--- src/rtl/threebit_add_arbiter.sv ---
// -----------------------------------------------------------------------------
// threebit_add_arbiter
//   Round-robin controller that shares one external WIDTH-bit adder among NREQ
//   requesters. The winning requester's operands are registered onto the
//   adder, held for SETTLE cycles, and then the adder's sum/carry are captured
//   and returned together with a one-cycle one-hot done pulse.
//
// Parameters
//   NREQ     number of requesters (2..8)
//   WIDTH    operand width, matches the shared adder
//   SETTLE   cycles the operands are held on the adder before capture (>=1)
//
// Ports
//   clk       in   rising-edge clock
//   rst_n     in   asynchronous active-low reset
//   req       in   [NREQ]        per-requester request level
//   a_in      in   [NREQ*WIDTH]  operand A, requester i at [i*WIDTH +: WIDTH]
//   b_in      in   [NREQ*WIDTH]  operand B, same packing
//   grant     out  [NREQ]        one-hot grant, zero when idle
//   done      out  [NREQ]        one-hot one-cycle completion pulse
//   sum_out   out  [WIDTH]       sum of the last completed operation
//   cout_out  out  1             carry of the last completed operation
//   busy      out  1             high whenever the controller is not idle
//   add_a     out  [WIDTH]       operand A driven to the shared adder
//   add_b     out  [WIDTH]       operand B driven to the shared adder
//   add_s     in   [WIDTH]       sum from the shared adder
//   add_cout  in   1             carry from the shared adder
// -----------------------------------------------------------------------------
module threebit_add_arbiter #(
    parameter int NREQ   = 4,
    parameter int WIDTH  = 3,
    parameter int SETTLE = 2
) (
    input  logic                   clk,
    input  logic                   rst_n,
    input  logic [NREQ-1:0]        req,
    input  logic [NREQ*WIDTH-1:0]  a_in,
    input  logic [NREQ*WIDTH-1:0]  b_in,
    output logic [NREQ-1:0]        grant,
    output logic [NREQ-1:0]        done,
    output logic [WIDTH-1:0]       sum_out,
    output logic                   cout_out,
    output logic                   busy,
    output logic [WIDTH-1:0]       add_a,
    output logic [WIDTH-1:0]       add_b,
    input  logic [WIDTH-1:0]       add_s,
    input  logic                   add_cout
);

    localparam int IDX_W = (NREQ > 1) ? $clog2(NREQ) : 1;
    localparam int CNT_W = $clog2(SETTLE + 1);
    localparam logic [CNT_W-1:0] CNT_INIT = CNT_W'(SETTLE - 1);
    localparam logic [NREQ-1:0]  ONE_HOT0 = NREQ'(1);
    localparam logic [IDX_W-1:0] LAST_IDX = IDX_W'(NREQ - 1);

    typedef enum logic [1:0] {
        S_IDLE = 2'd0,
        S_WAIT = 2'd1,
        S_DONE = 2'd2
    } state_t;

    state_t             r_state;
    state_t             w_state_nxt;
    logic [IDX_W-1:0]   r_ptr;
    logic [IDX_W-1:0]   r_win;
    logic [IDX_W-1:0]   w_win;
    logic [CNT_W-1:0]   r_cnt;
    logic               w_start;
    logic               w_capture;
    logic               w_finish;

    // First set request bit scanning upward from the pointer, wrapping.
    function automatic logic [IDX_W-1:0] f_pick(input logic [NREQ-1:0]  i_req,
                                                 input logic [IDX_W-1:0] i_ptr);
        logic [IDX_W-1:0] v_pick;
        logic             v_found;
        int               v_idx;
        v_pick  = i_ptr;
        v_found = 1'b0;
        for (int k = 0; k < NREQ; k++) begin
            v_idx = (int'(i_ptr) + k) % NREQ;
            if (!v_found && i_req[v_idx]) begin
                v_pick  = IDX_W'(v_idx);
                v_found = 1'b1;
            end
        end
        return v_pick;
    endfunction

    // State register
    always_ff @(posedge clk or negedge rst_n) begin
        if (!rst_n) begin
            r_state <= S_IDLE;
        end else begin
            r_state <= w_state_nxt;
        end
    end

    // Next-state logic
    always_comb begin
        w_state_nxt = r_state;
        case (r_state)
            S_IDLE:  if (|req) w_state_nxt = S_WAIT;
            S_WAIT:  if (r_cnt == '0) w_state_nxt = S_DONE;
            S_DONE:  w_state_nxt = S_IDLE;
            default: w_state_nxt = S_IDLE;
        endcase
    end

    // Output/control strobes derived from state
    always_comb begin
        w_win     = f_pick(req, r_ptr);
        w_start   = (r_state == S_IDLE) && (|req);
        w_capture = (r_state == S_WAIT) && (r_cnt == '0);
        w_finish  = (r_state == S_DONE);
        busy      = (r_state != S_IDLE);
    end

    // Datapath and output registers. The operands are latched only at grant,
    // so later changes on a_in/b_in or a dropped req cannot disturb the adder.
    always_ff @(posedge clk or negedge rst_n) begin
        if (!rst_n) begin
            r_ptr    <= '0;
            r_win    <= '0;
            r_cnt    <= '0;
            grant    <= '0;
            done     <= '0;
            sum_out  <= '0;
            cout_out <= 1'b0;
            add_a    <= '0;
            add_b    <= '0;
        end else begin
            if (w_start) begin
                add_a <= a_in[int'(w_win)*WIDTH +: WIDTH];
                add_b <= b_in[int'(w_win)*WIDTH +: WIDTH];
                grant <= ONE_HOT0 << w_win;
                r_win <= w_win;
                r_cnt <= CNT_INIT;
            end else if ((r_state == S_WAIT) && (r_cnt != '0)) begin
                r_cnt <= r_cnt - CNT_W'(1);
            end

            if (w_capture) begin
                sum_out  <= add_s;
                cout_out <= add_cout;
                done     <= ONE_HOT0 << r_win;
                r_ptr    <= (r_win == LAST_IDX) ? '0 : r_win + IDX_W'(1);
            end

            if (w_finish) begin
                grant <= '0;
                done  <= '0;
            end
        end
    end

endmodule

--- config.mk ---
export PLATFORM = sky130hd
export DESIGN_NAME = threebit_add_arbiter
export DESIGN_NICKNAME = d
export VERILOG_FILES = /design/src/rtl/threebit_add_arbiter.sv
export SDC_FILE = /design/constraint.sdc
export NUM_CORES = 1
export LEC_CHECK = 0
export CAP_MARGIN = 20
export CORE_MARGIN = 1.5
export CORE_UTILIZATION = 35
export CTS_CLUSTER_SIZE = 40
export DETAILED_ROUTE_END_ITERATION = 8
export PLACE_DENSITY = 0.61
export SETUP_SLACK_MARGIN = 0.2
export SYNTH_ARGS = -nofsm -noshare
export SYNTH_HDL_FRONTEND = slang
export SYNTH_SLANG_ARGS = --single-unit
--- constraint.sdc ---
create_clock -name clk -period 5 [get_ports clk]
set_input_delay 1.25 -clock clk [delete_from_list [all_inputs] [get_ports clk]]
set_output_delay 1.25 -clock clk [all_outputs]
set_load 0.005 [all_outputs]
== Word-level counts from Yosys, hierarchy flattened ==
Index checks and enable logic that the tools add are counted.

* Multipliers: 1
* Reduce and logical (&&, ||, !) cells: 21
* Order comparisons: 4
* Multiplexer cells: 27
* Equality and inequality tests: 5
* Shift operators: 4
* Bitwise operators: 3
* Add/sub/neg operators: 5

{| class="wikitable"
|+ Operators by type and width
! operator !! count
|-
| variable part select 12 x 32 -> 3 bit || 1
|-
| two-way mux 2 bit || 8
|-
| two-way mux 4 bit || 4
|-
| < comparator 3 x 4 -> 1 bit (second input constant) || 3
|-
| variable part select 12 x 5 -> 3 bit || 1
|-
| two-way mux 1 bit || 10
|-
| nonzero test 2 bit || 5
|-
| binary-select mux 1 bit (select 2 bit) || 4
|-
| left shift 1 x 2 -> 4 bit (first input constant) || 2
|-
| logical AND 1 bit || 6
|-
| OR reduction 2 bit || 3
|-
| adder 2 x 1 -> 2 bit (second input constant) || 2
|-
| adder 2 bit (second input constant) || 2
|-
| == test 2 bit (second input constant) || 2
|-
| logical NOT 2 bit || 2
|-
| multiplier 2 x 2 -> 4 bit (second input constant) || 1
|-
| one-hot mux 2 bit (2 select lines) || 1
|-
| OR reduction 4 bit || 1
|-
| bitwise AND 1 bit (first input constant) || 3
|-
| logical NOT 1 bit || 3
|-
| < comparator 2 x 3 -> 1 bit (second input constant) || 1
|-
| == test 2 x 1 -> 1 bit (second input constant) || 1
|-
| inequality test 2 x 1 -> 1 bit (second input constant) || 1
|-
| inequality test 2 bit (second input constant) || 1
|-
| 2 further kinds || 2
|}

* Bits of input ports: 34
* Output and inout port bits: 19
* Register bits after elaboration: 26
* Logic and storage cells: 80

== Depth between registers and ports, before layout ==
Gate-level depths: netlist of the first run.

* Depth in word-level cells: 17
* Depth in mapped cells: 7
* Depth with buffers taken out: 6

== Least setup slack after synthesis of the first run ==
Ideal clock, no wire load.

* Kind: input to register
* Start point: in req[3]
* End point: reg add_b[2]
* Cell stages on the path: 6
* Data arrival time: 2.293 ns
* Buffers on the path: 2
* Required time: 4.879 ns
* Library setup time: 0.121 ns
* Path slack: 2.586 ns
* Cell sequence: buf_2 -> nand2b_1 -> buf_2 -> o211ai_2 -> a221o_1 -> o22a_1

* Longest elaborated chain between the ends: 14
* Elaborated cells between the ends (all ways): 27
* Classes of those cells: mul: 1; shift: 1; mux: 17; reduce/logical: 8

{| class="wikitable"
|+ RTL lines
! element !! line !! RTL
|-
| start, declared || 36 || <nowiki>input logic [NREQ-1:0] req,</nowiki>
|-
| binary-select mux 1 bit (select 2 bit) || 82 || <nowiki>if (!v_found && i_req[v_idx]) begin</nowiki>
|-
| two-way mux 1 bit (implied by the code) || 82 ||
|-
| two-way mux 1 bit || 82 ||
|-
| logical NOT 1 bit || 82 ||
|-
| logical AND 1 bit || 82 ||
|-
| two-way mux 1 bit || 82 ||
|-
| logical NOT 1 bit || 82 ||
|-
| logical AND 1 bit || 82 ||
|-
| two-way mux 1 bit || 82 ||
|-
| logical NOT 1 bit || 82 ||
|-
| logical AND 1 bit || 82 ||
|-
| two-way mux 2 bit || 82 ||
|-
| multiplier 2 x 2 -> 4 bit || 135 || <nowiki>add_b <= b_in[int'(w_win)*WIDTH +: WIDTH];</nowiki>
|-
| variable part select 12 x 5 -> 3 bit || 135 ||
|-
| end signal, assigned || 135 ||
|-
| end, declared || 45 || <nowiki>output logic [WIDTH-1:0] add_b,</nowiki>
|}

Several ways; a longest one is shown, not always the timed one. The select of a mux whose other input is x is not followed.
A chain may end at the register's enable or synchronous reset.

== Final worst setup path of the first run ==
* Start point: in req[1]
* End point: reg add_b[2]

The elaborated chain is that of the path after synthesis.

==> impl_metrics.py, run 1 <==
metrics = {
    "grt": {
        "vias_in_the_first_global_route": 1523,
        "grt_start_max_net_pins": 27,
        "antenna_violations_before_repair": 0,
        "global_route.usage.total": 0.165,
        "grt_pass1_wl_um": 6910,
        "grt_overflow": 0,
    },
    "logic_synthesis": {
        "synth.cell_area_um2": 1640,
        "synth_fp_nets": 224,
        "yosys.area.top_type_share": 0.398,
        "synth.top_cells.by_area": "dfrtp_1, nand2_1, a21oi_1",
        "avgSynthCellArea_um2": 8.85,
        "yosys_warnings": 0,
        "synth_seq_cells": 26,
        "ys_seq_area_frac": 0.398,
        "unique_masters_post_synth": 40,
        "syn-instance-count": 185,
        "yosys.area.top_type": "dfrtp_1",
    },
    "clock_tree": {
        "clk-insertion-delay-late_ns": 0.27,
        "clkSlewWorstSetupHoldPaths_ns": 0.09,
        "clock-sinks": 26,
        "cts_tree": "yes",
        "postCtsResizedCells": 0,
        "cts_root_buffer": "clkbuf_8",
        "post-cts-setup-buffer-count": 0,
        "cts_buffers": 3,
        "clk_path_buf_depth": 2,
        "cts-htree-levels": 1,
        "cts_hold_buffers_added": 0,
    },
    "power": {
        "static-leakage-power_nw": 0.915,
        "power_per_cell_area_nw_per_um2": 530,
        "vdd_ir_drop_max_v": 0.000249,
    },
    "drt": {
        "vias": 1512,
        "routedWlPerCell_um": 13.9,
        "drc_errors": 0,
        "detail_route.iter0.violations": 64,
        "via_per_inst": 5.34,
        "drtPass1Iterations": 5,
        "detail_route.wirelength_um": 3940,
        "ant_nets": 0,
    },
    "placed_design": {
        "dp_hpwl_um": 2910,
        "globalplace.congestion": 0.826,
        "placement.io_buffers": 52,
    },
    "floorplan": {
        "dieHeight_um": 71.4,
        "start_util": 0.371,
        "die_w_um": 71.4,
        "placeableCoreArea_um2": 4410,
        "design.die.area_um2": 5100,
        "io_pins": 53,
        "num_rows": 24,
    },
    "critical_path": {
        "path_class": "input port to register",
        "critical_path_capture_point_type": "register",
        "cp_data_arrival_time_ns": 3.16,
        "cp-start-kind": "input port",
        "worst_case_reg_to_reg_path_depth": 5,
        "required_ns": 5.16,
        "critical_path.max_fanout": 20,
    },
    "timing": {
        "maximum_frequency_from_static_timing_analysis_mhz": 333,
        "slew_viol_final": 0,
        "max-slew-margin-rel": 0.553,
        "tns_ns": 0,
        "finalCriticalPeriod_ns": 3.00,
        "setup-violations-final": 0,
        "post-route-period-util": 0.600,
        "pin_slew_with_the_least_headroom_to_its_limit_ns": 0.668,
        "number_of_hold_violations_in_the_final_report": 0,
        "grt_setup_unrepaired": "false",
        "clock_skew_ns": 0.00871,
    },
    "cells_and_area": {
        "diodes": 0,
        "area.growth.synth_to_final_pct": 36.5,
        "finalNetCount": 271,
        "finish.utilization": 0.506,
        "sequential_cell_area_um2": 651,
        "drive_above_1_share": 0.0606,
        "multi_input_comb_area_um2": 888,
        "fillerInstances": 427,
    },
    "status": {
        "outcome": "finished, final reports clean",
    },
    "worst_hold_path": {
        "hp-class": "register to register",
        "hold-path-cell-count": 2,
    },
    "job": {
        "max_cap_viol_count": 0,
    },
}
[registers in the layout (all words and copies together), names as in the netlist]
name      count
r_cnt         2
r_state       2
sum_out       3
done          4
grant         4
cout_out      1
r_win         2
add_a         3
add_b         3
r_ptr         2
[cells in the final DEF, fill, tap and decap left out]
| cell type | n |
|---|---|
| a21oi_1 | 16 |
| nor2_1 | 6 |
| clkbuf_8 | 3 |
| o2111ai_1 | 6 |
| o2bb2ai_1 | 1 |
| a2bb2oi_1 | 1 |
| bufinv_16 | 1 |
| a2bb2oi_2 | 1 |
| nand2b_1 | 3 |
| ha_1 | 5 |
| o211ai_1 | 1 |
| nand3_1 | 4 |
| inv_1 | 6 |
| nand2_1 | 37 |
| a31oi_1 | 7 |
| a22o_1 | 4 |
| o21ai_0 | 5 |
| o211ai_2 | 1 |
| or2_1 | 1 |
| o21ai_1 | 4 |
| buf_4 | 1 |
| inv_2 | 2 |
| dfrtp_1 | 26 |
| a221o_1 | 6 |
| o22a_1 | 6 |
| a21oi_2 | 1 |
| nor2b_1 | 3 |
| o31ai_1 | 2 |
| nand2_2 | 1 |
| nand3b_1 | 8 |
| xnor2_1 | 1 |
| a211oi_2 | 1 |
| clkdlybuf4s50_1 | 52 |
| a21o_1 | 1 |
| nor4_1 | 1 |
| nor3_1 | 2 |
| or3b_1 | 1 |
| nor3b_4 | 1 |
| o21bai_1 | 1 |
| or2_4 | 1 |
[final cells by class]
type,instances,area share
Clock inverter,1,0.0134
Timing Repair Buffer,53,0.236
Inverter,8,0.0134
Sequential cell,26,0.291
Clock buffer,3,0.0185
Tap cell,52,0.0291
Multi-Input combinational cell,140,0.398
[metal layers]
layer  track usage  part of all wire  vias up
met5             0                 0        -
met4        0.0210            0.0081        0
met3        0.0394             0.061        4
met2         0.284              0.47       49
met1         0.216              0.46      696
li1              -                 -      763
[kinds of logic (layout without fill, tap and decap cells)]
group	count (synthesis)	in the layout	synth area share
buf+inv	19	65	0.0596
xor+xnor	1	1	0.00535
flops	26	26	0.398
compound gates	65	65	0.289
simple gates	69	69	0.210
fa+ha+maj	5	5	0.0382
[synth_stat cells]
| master | n |
|---|---|
| a211oi_2 | 1 |
| a21o_1 | 1 |
| a21oi_1 | 16 |
| a21oi_2 | 1 |
| a221o_1 | 6 |
| a22o_1 | 4 |
| a2bb2oi_1 | 1 |
| a2bb2oi_2 | 1 |
| a31oi_1 | 7 |
| buf_2 | 6 |
| buf_4 | 1 |
| buf_6 | 2 |
| clkbuf_1 | 2 |
| dfrtp_1 | 26 |
| ha_1 | 5 |
| inv_1 | 6 |
| inv_2 | 2 |
| nand2_1 | 37 |
| nand2_2 | 1 |
| nand2b_1 | 3 |
| nand3_1 | 4 |
| nand3b_1 | 8 |
| nor2_1 | 6 |
| nor2b_1 | 3 |
| nor3_1 | 2 |
| nor3b_4 | 1 |
| nor4_1 | 1 |
| o2111ai_1 | 6 |
| o211ai_1 | 1 |
| o211ai_2 | 1 |
| o21ai_0 | 5 |
| o21ai_1 | 4 |
| o21bai_1 | 1 |
| o22a_1 | 6 |
| o2bb2ai_1 | 1 |
| o31ai_1 | 2 |
| or2_1 | 1 |
| or2_4 | 1 |
| or3b_1 | 1 |
| xnor2_1 | 1 |
[worst max-delay path: stages]
cell	delay, ns
clkdlybuf4s50_1	0.84
nor4_1	0.13
or2_1	0.43
a221o_1	0.33
o22a_1	0.17
[metrics by stage]
| stage | cells | setup slack [ns] | cell area, µm² | hold slack (ns) | total power, mW |
|---|---|---|---|---|---|
| floorplan | 185 | 2.59 | 1640 | 0.470 | 0.789 |
| global placement | 279 | 1.74 | 2160 | 0.459 | 1.02 |
| detailed placement | 279 | 1.73 | 2160 | 0.466 | 1.02 |
| CTS | 283 | 2.02 | 2230 | 0.489 | 1.20 |
| global route | 283 | 1.84 | 2230 | 0.498 | 1.30 |
| finish | 283 | 2.00 | 2230 | 0.483 | 1.18 |
[path summary, 6_finish.rpt]
| path | from | end | slack, ns |
|---|---|---|---|
| max | req[1] | add_b[2]$_DFFE_PN0P_ | 2.00 |
| min | cout_out$_DFFE_PN0P_ | cout_out$_DFFE_PN0P_ | 0.48 |
| max reg2reg | r_ptr[0]$_DFFE_PN0P_ | add_b[0]$_DFFE_PN0P_ | 3.13 |
| min reg2reg | cout_out$_DFFE_PN0P_ | cout_out$_DFFE_PN0P_ | 0.48 |
| max in group asynchronous | rst_n | add_a[0]$_DFFE_PN0P_ | 3.40 |
| min in group asynchronous | rst_n | done[3]$_DFFE_PN0P_ | 1.34 |
[power by group]
part / internal, mW / switching, mW
Sequential: 0.305 / 0.0978
Combinational: 0.319 / 0.291
Clock: 0.107 / 0.0651
Total: 0.731 / 0.454
Power figures use the tool's default switching activity.
==> run 2, diff against run 1 <==
PLACE_DENSITY = 0.63   (was 0.61)
clock period = 2.5 ns   (was 5 ns; I/O delays follow)
==> run 2 against run 1 <==
Net effect: setup slack got worse by 1.6 ns; total power increased by 98%; sequential share of layout area decreased by 0.56 points; final area rose by 2.0%; utilization is 0.99 points higher; largest cell class unchanged; first-iteration DRC count increased by 11%; register-to-register slack worse by 2.5 ns; die area unchanged.
==> impl_metrics.py, run 2 (synthesis gave the netlist of run 1 again) <==
metrics = {
    "cells_and_area": {
        "reg_top3": "done x4, grant x4",
        "area.growth.synth_to_final_pct": 39.1,
        "most-common-layout-cells": "clkdlybuf4s50_1, nand2_1, dfrtp_1, a21oi_1, buf_4",
        "drive_above_1_share": 0.0921,
        "fillerInstances": 426,
        "diodes": 0,
        "mostFrequentLayoutCell": "clkdlybuf4s50_1",
        "finalNetCount": 279,
    },
    "drt": {
        "via_per_inst": 5.29,
        "ant_nets": 0,
        "drc_errors": 0,
        "vias": 1539,
        "detail_route.iter0.violations": 71,
        "drtPass1Iterations": 4,
        "routedWlPerCell_um": 13.2,
        "detail_route.wirelength_um": 3840,
    },
    "clock_tree": {
        "clk-insertion-delay-late_ns": 0.27,
        "postCtsResizedCells": 0,
        "cts_hold_buffers_added": 0,
        "cts_tree": "yes",
        "clk_path_buf_depth": 2,
        "clkSlewWorstSetupHoldPaths_ns": 0.08,
        "cts_root_buffer": "clkbuf_8",
        "clock-sinks": 26,
        "post-cts-setup-buffer-count": 0,
        "cts-htree-levels": 1,
        "cts_buffers": 3,
    },
    "critical_path": {
        "worst-path-buf-inv": 1,
        "critical_path.reg2reg.startpoint": "r_ptr[1]$_DFFE_PN0P_",
        "cp-start-kind": "register",
        "path_class": "register to primary output",
        "required_ns": 1.88,
        "startpoint": "r_state[1]$_DFFE_PN0P_",
        "regToRegEndpoint": "add_a[2]$_DFFE_PN0P_",
        "critical_path.max_fanout": 13,
        "cp_data_arrival_time_ns": 1.52,
        "worst_reg2reg_setup_slack_ns": 0.64,
        "worst_case_reg_to_reg_path_depth": 6,
        "timing.critical_path.cells": "or2_4, clkdlybuf4s50_1",
        "critical_path_capture_point_type": "primary output",
        "crit_path_max_incr_delay_ns": 0.51,
        "critical-path-slowest-cell": "dfrtp_1",
        "critPathTopFamily": "flip-flops",
    },
    "power": {
        "power_total_mw": 2.35,
        "vdd_ir_drop_max_v": 0.000509,
        "power_per_cell_area_nw_per_um2": 1030,
        "static-leakage-power_nw": 0.946,
    },
    "worst_hold_path": {
        "hold-path-cell-count": 2,
        "worstHoldEndpoint": "sum_out[1]$_DFFE_PN0P_",
        "hp-class": "register to register",
        "hold_start": "sum_out[1]$_DFFE_PN0P_",
    },
    "timing": {
        "slew_viol_final": 0,
        "clock_skew_ns": 0.00435,
        "number_of_hold_violations_in_the_final_report": 0,
        "grt_setup_unrepaired": "false",
        "pin_slew_with_the_least_headroom_to_its_limit_ns": 0.530,
        "finalCriticalPeriod_ns": 2.15,
        "post-route-period-util": 0.859,
        "maximum_frequency_from_static_timing_analysis_mhz": 465,
        "tns_ns": 0,
        "max-slew-margin-rel": 0.647,
        "setup-violations-final": 0,
    },
    "placed_design": {
        "globalplace.congestion": 0.836,
        "dp_hpwl_um": 3000,
        "placement.io_buffers": 52,
    },
    "floorplan": {
        "die_w_um": 71.4,
        "placeableCoreArea_um2": 4410,
        "io_pins": 53,
        "dieHeight_um": 71.4,
        "start_util": 0.371,
        "design.die.area_um2": 5100,
        "num_rows": 24,
    },
    "grt": {
        "grt_overflow": 0,
        "grt_start_max_net_pins": 27,
        "grt_pass1_wl_um": 6470,
        "vias_in_the_first_global_route": 1418,
        "global_route.usage.total": 0.156,
        "antenna_violations_before_repair": 0,
    },
    "status": {
        "outcome": "finished, final reports clean",
    },
    "job": {
        "max_cap_viol_count": 0,
    },
}
==> run 2: changes by cell type in the layout (fill, tap and decap cells not counted) <==
cell / before / now
buf_4: 1 / 9
bufinv_16: 1 / 0
clkbuf_8: 3 / 4
==> run 2: worst min-delay path, cell delays in order, from the launching register on <==
cell     delay (ns)
dfrtp_1        0.35
nand2_1        0.05
nand2_1        0.06
==> run 2: worst max-delay path by stage <==
| stage | slack (ns) | end | cells after the start |
|---|---|---|---|
| 5_1_grt | 0.23 | r_win[0]$_DFFE_PN0P_ | 6 |
| 3_3_place_gp | 0.05 | grant[3]$_DFFE_PN0P_ | 5 |
| 6_report | 0.35 | busy | 2 |
| 3_5_place_dp | 0.07 | grant[3]$_DFFE_PN0P_ | 5 |
| 2_1_floorplan | 0.71 | add_b[2]$_DFFE_PN0P_ | 6 |
| 4_1_cts | 0.35 | r_win[1]$_DFFE_PN0P_ | 6 |
==> run 2: per-layer routing <==
| metal | global-route usage | routed length, µm | vias to the layer above |
|---|---|---|---|
| met5 | 0 | 0 | - |
| met4 | 0.00629 | 0 | 0 |
| met3 | 0.0380 | 233 | 0 |
| met2 | 0.264 | 1760 | 52 |
| met1 | 0.215 | 1850 | 698 |
| li1 | - | - | 789 |
==> run 2: through the flow <==
| stage | area (µm²) | hold slack (ns) | cells | utilization | worst slack [ns] |
|---|---|---|---|---|---|
| 2_1_floorplan | 1640 | 0.329 | 185 | - | 0.711 |
| 3_3_place_gp | 2220 | 0.458 | 287 | 0.503 | 0.0539 |
| 3_5_place_dp | 2220 | 0.462 | 287 | 0.503 | 0.0672 |
| 4_1_cts | 2280 | 0.483 | 291 | 0.516 | 0.346 |
| 5_1_grt | 2280 | 0.512 | 291 | 0.516 | 0.234 |
| 6_report | 2280 | 0.482 | 291 | 0.516 | 0.352 |
==> run 2: layout make-up <==
class / count / area (µm²) / area share
Multi-Input combinational cell: 140 / 888 / 0.390
Sequential cell: 26 / 651 / 0.286
Timing Repair Buffer: 61 / 588 / 0.258
Tap cell: 52 / 65.1 / 0.0286
Clock buffer: 4 / 55.1 / 0.0242
Inverter: 8 / 30.0 / 0.0132
==> run 2: power by group <==
group | switching [mW] | internal, mW
clock | 0.125 | 0.141
combinational | 0.593 | 0.686
sequential | 0.194 | 0.610
==> run 3, diff against run 2 <==
CTS_CLUSTER_DIAMETER = 150   (was unset)
SLEW_MARGIN = 0   (was unset)
==> results of run 3 <==
Final layout, timing and power as in run 2 (identical DEF).
